==> src/rtl/comm_pkg.sv <==
// Shared types and widths for the host-side command link (remote_comm).
package comm_pkg;

  localparam int CMD_W  = 16;
  localparam int BYTE_W = 8;

  // Transmit sequencer: idle, sending the high byte, sending the low byte.
  typedef enum logic [1:0] {
    IDLE    = 2'd0,
    TX_HIGH = 2'd1,
    TX_LOW  = 2'd2
  } state_t;

endpackage : comm_pkg

==> src/rtl/remote_comm_uart.sv <==
// 8N1 UART transceiver used for both directions of the command link.
// trmt is a 1-cycle start pulse; tx_done rises at the end of the stop bit and
// falls on the next trmt. rdy holds until clr_rdy; a clear that coincides with
// a new byte wins for that cycle only and rdy rises one cycle later.
module UART
  import comm_pkg::*;
#(
  parameter int BAUD_CYCLES = 2604
) (
  input  logic              clk,
  input  logic              rst_n,
  input  logic              RX,
  output logic              TX,
  input  logic              trmt,
  input  logic [BYTE_W-1:0] tx_data,
  output logic              tx_done,
  output logic [BYTE_W-1:0] rx_data,
  output logic              rdy,
  input  logic              clr_rdy
);

  localparam logic [15:0] BAUD_LAST = 16'(BAUD_CYCLES - 1);
  localparam logic [15:0] HALF_LAST = 16'(BAUD_CYCLES / 2 - 1);

  logic [9:0]        tx_shift_r;
  logic              tx_busy_r;
  logic [15:0]       tx_baud_r;
  logic [3:0]        tx_bit_r;
  logic              tx_done_r;
  logic              rx_ff1_r;
  logic              rx_ff2_r;
  logic              rx_busy_r;
  logic [15:0]       rx_baud_r;
  logic [3:0]        rx_bit_r;
  logic [BYTE_W-1:0] rx_shift_r;
  logic [BYTE_W-1:0] rx_data_r;
  logic              rdy_r;
  logic              rdy_pend_r;
  logic              rx_done_s;

  // Transmitter: load a start/data/stop frame and shift it out LSB first.
  always_ff @(posedge clk or negedge rst_n) begin
    if (!rst_n) begin
      tx_shift_r <= 10'h3FF;
      tx_busy_r  <= 1'b0;
      tx_baud_r  <= 16'd0;
      tx_bit_r   <= 4'd0;
      tx_done_r  <= 1'b0;
    end else if (trmt) begin
      tx_shift_r <= {1'b1, tx_data, 1'b0};
      tx_busy_r  <= 1'b1;
      tx_baud_r  <= 16'd0;
      tx_bit_r   <= 4'd0;
      tx_done_r  <= 1'b0;
    end else if (tx_busy_r) begin
      if (tx_baud_r == BAUD_LAST) begin
        tx_baud_r  <= 16'd0;
        tx_shift_r <= {1'b1, tx_shift_r[9:1]};
        if (tx_bit_r == 4'd9) begin
          tx_busy_r <= 1'b0;
          tx_done_r <= 1'b1;
          tx_bit_r  <= 4'd0;
        end else begin
          tx_bit_r <= tx_bit_r + 4'd1;
        end
      end else begin
        tx_baud_r <= tx_baud_r + 16'd1;
      end
    end
  end

  // Two-flop synchroniser for the asynchronous serial input (idles high).
  always_ff @(posedge clk or negedge rst_n) begin
    if (!rst_n) begin
      rx_ff1_r <= 1'b1;
      rx_ff2_r <= 1'b1;
    end else begin
      rx_ff1_r <= RX;
      rx_ff2_r <= rx_ff1_r;
    end
  end

  // Stop-bit sample of a frame in progress marks a completed byte.
  always_comb begin
    rx_done_s = rx_busy_r && (rx_baud_r == 16'd0) && (rx_bit_r == 4'd9);
  end

  // Receiver: detect start, sample each bit mid-cell, assemble the byte.
  always_ff @(posedge clk or negedge rst_n) begin
    if (!rst_n) begin
      rx_busy_r  <= 1'b0;
      rx_baud_r  <= 16'd0;
      rx_bit_r   <= 4'd0;
      rx_shift_r <= 8'h00;
      rx_data_r  <= 8'h00;
    end else if (!rx_busy_r) begin
      if (rx_ff2_r == 1'b0) begin
        rx_busy_r <= 1'b1;
        rx_baud_r <= HALF_LAST;
        rx_bit_r  <= 4'd0;
      end
    end else if (rx_baud_r == 16'd0) begin
      rx_baud_r <= BAUD_LAST;
      if (rx_bit_r == 4'd9) begin
        rx_busy_r <= 1'b0;
        rx_bit_r  <= 4'd0;
        rx_data_r <= rx_shift_r;
      end else if ((rx_bit_r == 4'd0) && (rx_ff2_r == 1'b1)) begin
        // Start bit vanished by mid-cell: treat as a glitch.
        rx_busy_r <= 1'b0;
      end else begin
        if (rx_bit_r != 4'd0) begin
          rx_shift_r <= {rx_ff2_r, rx_shift_r[7:1]};
        end
        rx_bit_r <= rx_bit_r + 4'd1;
      end
    end else begin
      rx_baud_r <= rx_baud_r - 16'd1;
    end
  end

  // Ready flag: a clear that collides with a new byte defers the set by one cycle.
  always_ff @(posedge clk or negedge rst_n) begin
    if (!rst_n) begin
      rdy_r      <= 1'b0;
      rdy_pend_r <= 1'b0;
    end else if (rx_done_s && clr_rdy) begin
      rdy_r      <= 1'b0;
      rdy_pend_r <= 1'b1;
    end else if (rx_done_s) begin
      rdy_r      <= 1'b1;
      rdy_pend_r <= 1'b0;
    end else if (clr_rdy) begin
      rdy_r      <= 1'b0;
      rdy_pend_r <= 1'b0;
    end else if (rdy_pend_r) begin
      rdy_r      <= 1'b1;
      rdy_pend_r <= 1'b0;
    end
  end

  assign TX      = tx_shift_r[0];
  assign tx_done = tx_done_r;
  assign rx_data = rx_data_r;
  assign rdy     = rdy_r;

endmodule : UART

==> src/rtl/remote_comm.sv <==
// Host-side command link: sends a 16-bit command as two UART bytes (high byte
// first) and receives a 1-byte response.
// Optional build macro RESP_TIMEOUT_EN adds the resp_timeout output and a
// response watchdog of TIMEOUT_CYCLES clocks after cmd_sent.
module remote_comm
  import comm_pkg::*;
#(
  parameter logic [23:0] TIMEOUT_CYCLES = 24'd1_000_000,
  parameter int          BAUD_CYCLES    = 2604
) (
  input  logic              clk,
  input  logic              rst_n,
  input  logic [CMD_W-1:0]  cmd,
  input  logic              snd_cmd,
  input  logic              clr_resp_rdy,
  input  logic              RX,
  output logic              TX,
  output logic              cmd_sent,
  output logic              resp_rdy,
  output logic [BYTE_W-1:0] resp
`ifdef RESP_TIMEOUT_EN
  ,
  output logic              resp_timeout
`endif
);

  state_t            state_r;
  state_t            state_nxt_s;
  logic [BYTE_W-1:0] low_byte_r;
  logic              cmd_sent_r;
  logic              accept_s;
  logic              trmt_s;
  logic [BYTE_W-1:0] tx_data_s;
  logic              tx_done_s;
  logic              clr_rdy_s;

  // Sequencer: accept a command in IDLE, chain the low byte after the high byte.
  always_comb begin
    state_nxt_s = state_r;
    trmt_s      = 1'b0;
    accept_s    = 1'b0;
    case (state_r)
      IDLE: begin
        if (snd_cmd) begin
          accept_s    = 1'b1;
          trmt_s      = 1'b1;
          state_nxt_s = TX_HIGH;
        end else begin
          state_nxt_s = IDLE;
        end
      end
      TX_HIGH: begin
        if (tx_done_s) begin
          trmt_s      = 1'b1;
          state_nxt_s = TX_LOW;
        end else begin
          state_nxt_s = TX_HIGH;
        end
      end
      TX_LOW: begin
        if (tx_done_s) begin
          state_nxt_s = IDLE;
        end else begin
          state_nxt_s = TX_LOW;
        end
      end
      default: begin
        state_nxt_s = IDLE;
      end
    endcase
  end

  // Byte to send: live high byte at accept, otherwise the captured low byte.
  always_comb begin
    if (state_r == IDLE) begin
      tx_data_s = cmd[15:8];
    end else begin
      tx_data_s = low_byte_r;
    end
    clr_rdy_s = clr_resp_rdy | accept_s;
  end

  // State register and low-byte capture so cmd may change after the accept.
  always_ff @(posedge clk or negedge rst_n) begin
    if (!rst_n) begin
      state_r    <= IDLE;
      low_byte_r <= 8'h00;
    end else begin
      state_r <= state_nxt_s;
      if (accept_s) begin
        low_byte_r <= cmd[7:0];
      end
    end
  end

  // cmd_sent: sticky once the low byte finishes, cleared by the next accept.
  always_ff @(posedge clk or negedge rst_n) begin
    if (!rst_n) begin
      cmd_sent_r <= 1'b0;
    end else if (accept_s) begin
      cmd_sent_r <= 1'b0;
    end else if ((state_r == TX_LOW) && tx_done_s) begin
      cmd_sent_r <= 1'b1;
    end
  end

`ifdef RESP_TIMEOUT_EN
  logic [23:0] to_cnt_r;

  // Response watchdog: counts while waiting for a reply, then latches timeout.
  always_ff @(posedge clk or negedge rst_n) begin
    if (!rst_n) begin
      to_cnt_r     <= 24'd0;
      resp_timeout <= 1'b0;
    end else if (accept_s) begin
      to_cnt_r     <= 24'd0;
      resp_timeout <= 1'b0;
    end else if (cmd_sent_r && !resp_rdy && !resp_timeout) begin
      if (to_cnt_r == (TIMEOUT_CYCLES - 24'd1)) begin
        resp_timeout <= 1'b1;
      end else begin
        to_cnt_r <= to_cnt_r + 24'd1;
      end
    end
  end
`endif

  UART #(
    .BAUD_CYCLES(BAUD_CYCLES)
  ) u_uart (
    .clk     (clk),
    .rst_n   (rst_n),
    .RX      (RX),
    .TX      (TX),
    .trmt    (trmt_s),
    .tx_data (tx_data_s),
    .tx_done (tx_done_s),
    .rx_data (resp),
    .rdy     (resp_rdy),
    .clr_rdy (clr_rdy_s)
  );

  assign cmd_sent = cmd_sent_r;

endmodule : remote_comm

==> config.mk <==
export PLATFORM = sky130hd
export DESIGN_NAME = remote_comm
export DESIGN_NICKNAME = d
export VERILOG_FILES = /design/src/rtl/comm_pkg.sv /design/src/rtl/remote_comm_uart.sv /design/src/rtl/remote_comm.sv
export SDC_FILE = /design/constraint.sdc
export NUM_CORES = 1
export LEC_CHECK = 0
export CORE_MARGIN = 2
export CORE_UTILIZATION = 23
export CTS_CLUSTER_DIAMETER = 60
export DETAILED_ROUTE_END_ITERATION = 8
export GPL_TIMING_DRIVEN = 0
export PLACE_DENSITY = 0.42
export RECOVER_POWER = 50
export SYNTH_ARGS = -nofsm -noshare
export SYNTH_HDL_FRONTEND = slang
export SYNTH_HIERARCHICAL = 1
export SYNTH_SLANG_ARGS = --single-unit
==> constraint.sdc <==
create_clock -name clk -period 2.1 [get_ports clk]
set_input_delay 0.42 -clock clk [delete_from_list [all_inputs] [get_ports clk]]
set_output_delay 0.42 -clock clk [all_outputs]
set_load 0.01 [all_outputs]
==> results.yml <==
yosys:
  netlist-cell-type-count: 50
  synth_fp_nets: 426
  synth.yosys.warnings: 6
  async_flop_share: 1.000
  synth_area_leaders: "sky130_fd_sc_hd__dfrtp_1, sky130_fd_sc_hd__dfstp_2, sky130_fd_sc_hd__mux2_2, sky130_fd_sc_hd__nand2_1, sky130_fd_sc_hd__a21oi_1"
  synth_area_leader_cell: "sky130_fd_sc_hd__dfrtp_1"
  post_synth_edffs: 0
  synth.top_cell.area_share: 0.4301
  synthesis.area_per_instance_um2: 10.55
  netlist_instances: 397
  synth_top_flop_cell: "sky130_fd_sc_hd__dfrtp_1"
  syn_area_um2: 4189
  ys_seq_elements: 83
  sequential_share_of_the_synthesized_area: 0.4991
pwr:
  switching_share_of_power: 0.1941
  power.combinational.fraction: 0.024
  switchingPower_w: 0.0006845
  power.ir.vdd_worst_mv: 0.3740
  power_leakage_nw: 2.288
  p_int_w: 0.002842
  clock_power_share: 0.522
  power_w: 0.003526
  pwr_density_cell_nw_per_um2: 651.0
  p_seq_frac: 0.455
timing:
  skew_ns: 0.006808
  timing_max_transition_violations_final: 0
  slew_at_the_pin_with_the_worst_max_slew_slack_ns: 1.112
  final.period_utilization: 0.9853
  post-route-min-period_ns: 2.069
  max_slew_margin: 0.2590
  setup_viol_count_final: 0
  rsz_0062_raised_after_global_routing: "true"
  setup_total_neg_slack_ns: 0
  maxClockFrequency_ghz: 0.4833
  hold_viol_final: 0
critical_path:
  worstPathMaxFanout: 10
  critPathCaptureType: "flip-flop"
  critPathLaunchType: "flip-flop"
  timing_worst_setup_path_type: "flip-flop to flip-flop"
  cp.required_ns: 2.30
  critPathArrivalTime_ns: 2.27
layout:
  n_fill_cell: 1880
  layout.cell_area.non_filler_um2: 5416
  drive_gt1_frac: 0.2538
  syn2layout_area_growth_pct: 29.30
  design.final.nets: 489
  final_cell_count_no_fill: 694
  antennaDiodeCount: 0
floorplan:
  starting_utilization_of_the_core_area: 0.2340
  die_area_um2: 19310
  placementRows: 49
  die-width_um: 139.0
  core_um2: 17900
  die_height_um: 139.0
  num_io_pins: 32
clock_tree:
  clock_insertion_delay_worst_skew_ns: 0.34
  cts-root-buf: "sky130_fd_sc_hd__clkbuf_16"
  clk_transition_reported_paths_ns: 0.06
  cts_tree: "built"
  ctsLongestPathBuffers: 2
  cts_made_buffers: 9
  ctsHtreeMaxLevel: 3
  cts_sinks: 83
place:
  place.detailed.hpwl_mm: 6.520
  dp_cells: 658
  placement.io_buffers: 31
  placedInstanceArea_um2: 4811
  finalWeightedCongestion: 0.7460
grt:
  antenna_found_initial: 0
  grt_pass1_wl_mm: 16.63
  remaining_global_route_overflow: 0
  vias_in_the_first_global_route: 3236
  grt_max_degree: 67
  grtUsageTotal: 0.1058
drt:
  drtIter0Drc: 190
  wl_mm: 9.735
  first_pass_iters: 4
  drc: 0
  antenna_left: 0
  via_cell_ratio: 4.635
  vias: 3217
  routedWlPerCell_um: 14.03
hold_path:
  worst_hold_path_type: "flip-flop to flip-flop"
status:
  outcome: "finished clean"
flow_run:
  max-cap-violations: 0
[repair_timing]
item,CTS,global route
cloned,1,0
gates resized for setup,14,21
hold endpoints to repair,16,0
setup buffers,10,9
hold buffers,1,0
setup endpoints to repair,48,40
pin swaps,8,6
[per-layer routing]
metal	wire length (um)	track usage	part of all wire
met1	4566	0.1377	0.47
met2	4767	0.1716	0.49
met3	290	0.02970	0.030
met4	111	0.03243	0.011
met5	0	0	0
[kinds of logic (layout without fill, tap and decap cells)]
kind of cell               after synthesis  count (layout)  share of synthesized area
xor gates and xnor gates                 8               8                    0.01672
and+or+nand+nor                        156             157                     0.2124
buffers and inverters                   24              91                    0.02449
adders and majority gates                8               8                    0.02390
muxes                                   41              41                     0.1150
AOI/OAI and AO/OA                       77              77                     0.1084
DFF                                     83              83                     0.4991
[final timing paths]
kind	startpoint	endpoint	slack (ns)	depth (start not counted)
worst max-delay path	u_uart/tx_baud_r[4]	u_uart/tx_bit_r[3]	0.03	6
worst min-delay path	u_uart/rx_ff1_r	u_uart/rx_ff2_r	0.36	0
worst max register to register	u_uart/tx_baud_r[4]	u_uart/tx_bit_r[3]	0.03	6
worst min register to register	u_uart/rx_ff1_r	u_uart/rx_ff2_r	0.36	0
max in group asynchronous	rst_n	u_uart/rx_ff2_r	0.37	3
min in group asynchronous	rst_n	state_r[0]	0.81	2
[state kept, by name, indices dropped and copies added (netlist names), 4 cells and up]
name	count
u_uart/tx_bit_r	4
u_uart/rx_data	8
u_uart/tx_baud_r	16
u_uart/rx_baud_r	16
low_byte_r	8
u_uart/tx_shift_r	9
u_uart/rx_bit_r	4
u_uart/rx_shift_r	8
[layout make-up]
class / count / area, um^2 / area share
plain buffers: 14 / 86.33 / 0.01594
clock buffers: 12 / 246.5 / 0.04551
clock inverters: 4 / 98.84 / 0.01825
inverters: 9 / 33.78 / 0.006237
multi-input cells: 291 / 2078 / 0.3837
flip-flops and latches: 83 / 2098 / 0.3874
well taps: 229 / 286.5 / 0.05290
repair buffers: 52 / 488.0 / 0.09009
[through the flow]
step	utilization	worst slack, ns	hold slack (ns)
global placement	0.2673	-2.659	0.3462
CTS	0.2963	0.001243	0.3568
detailed placement	0.2687	-0.3138	0.3168
floorplan	-	0.06219	0.1244
finish	0.3026	0.03089	0.3550
global route	0.3026	-0.08803	0.3644
[placed cells by master, fill, tap and decap left out, types with 7 or more instances in the layout]
master	synthesis	routed
sky130_fd_sc_hd__dfrtp_1	72	66
sky130_fd_sc_hd__nand2_1	38	38
sky130_fd_sc_hd__nor2_1	30	30
sky130_fd_sc_hd__clkdlybuf4s50_1	0	29
sky130_fd_sc_hd__mux2_2	25	25
sky130_fd_sc_hd__a21oi_1	25	23
sky130_fd_sc_hd__o21ai_0	23	19
sky130_fd_sc_hd__buf_4	0	19
sky130_fd_sc_hd__nand3_1	17	17
sky130_fd_sc_hd__clkbuf_1	9	11
sky130_fd_sc_hd__dfstp_2	11	11
sky130_fd_sc_hd__a31oi_1	11	10
sky130_fd_sc_hd__inv_1	9	9
sky130_fd_sc_hd__clkbuf_16	0	9
sky130_fd_sc_hd__mux2_4	8	8
sky130_fd_sc_hd__mux2i_1	8	8
sky130_fd_sc_hd__ha_1	8	8
sky130_fd_sc_hd__nor2b_1	8	7
sky130_fd_sc_hd__nor3_1	8	7
sky130_fd_sc_hd__nand4_1	7	7
sky130_fd_sc_hd__or3_1	7	7
[worst max-delay path, stage by stage, from the launching register on]
cell	delay, ns
sky130_fd_sc_hd__dfrtp_2	0.43
sky130_fd_sc_hd__or4b_4	0.53
sky130_fd_sc_hd__nor4_4	0.35
sky130_fd_sc_hd__nand2_2	0.16
sky130_fd_sc_hd__buf_6	0.20
sky130_fd_sc_hd__o21ai_0	0.18
sky130_fd_sc_hd__a21oi_1	0.09
[power by group through the flow]
stage / Combinational, W / Clock, W / Sequential, W
after floorplan: 0.00000595 / 0 / 0.00163
after global routing: 0.0000950 / 0.00197 / 0.00160
after global placement: 0.0000816 / 0 / 0.00163
final: 0.0000830 / 0.00184 / 0.00160
after detailed placement: 0.0000876 / 0 / 0.00163
after CTS: 0.0000894 / 0.00192 / 0.00160
[cell usage after synthesis, types with 2 or more instances]
| master | number |
|---|---|
| sky130_fd_sc_hd__nand4_1 | 7 |
| sky130_fd_sc_hd__or4_4 | 2 |
| sky130_fd_sc_hd__a41oi_1 | 2 |
| sky130_fd_sc_hd__nand3_1 | 17 |
| sky130_fd_sc_hd__xnor2_1 | 4 |
| sky130_fd_sc_hd__or3_1 | 7 |
| sky130_fd_sc_hd__nor2_1 | 30 |
| sky130_fd_sc_hd__nand3b_1 | 3 |
| sky130_fd_sc_hd__and3_1 | 4 |
| sky130_fd_sc_hd__buf_2 | 4 |
| sky130_fd_sc_hd__nand2_1 | 38 |
| sky130_fd_sc_hd__ha_1 | 8 |
| sky130_fd_sc_hd__mux2_2 | 25 |
| sky130_fd_sc_hd__mux2_4 | 8 |
| sky130_fd_sc_hd__nor3_1 | 8 |
| sky130_fd_sc_hd__nor2_4 | 3 |
| sky130_fd_sc_hd__mux2i_1 | 8 |
| sky130_fd_sc_hd__o31ai_1 | 4 |
| sky130_fd_sc_hd__nor4_1 | 5 |
| sky130_fd_sc_hd__xor2_1 | 4 |
| sky130_fd_sc_hd__a31oi_1 | 11 |
| sky130_fd_sc_hd__dfrtp_1 | 72 |
| sky130_fd_sc_hd__inv_1 | 9 |
| sky130_fd_sc_hd__a21oi_1 | 25 |
| sky130_fd_sc_hd__nor2b_1 | 8 |
| sky130_fd_sc_hd__o21ai_0 | 23 |
| sky130_fd_sc_hd__o211ai_1 | 2 |
| sky130_fd_sc_hd__o221ai_1 | 4 |
| sky130_fd_sc_hd__nor4_4 | 2 |
| sky130_fd_sc_hd__or3b_2 | 4 |
| sky130_fd_sc_hd__nand2b_1 | 6 |
| sky130_fd_sc_hd__clkbuf_1 | 9 |
| sky130_fd_sc_hd__dfstp_2 | 11 |
| sky130_fd_sc_hd__or2_2 | 2 |
| sky130_fd_sc_hd__nor3b_1 | 2 |
| sky130_fd_sc_hd__a211oi_1 | 2 |
No activity file was read; power rests on OpenSTA's default activity.
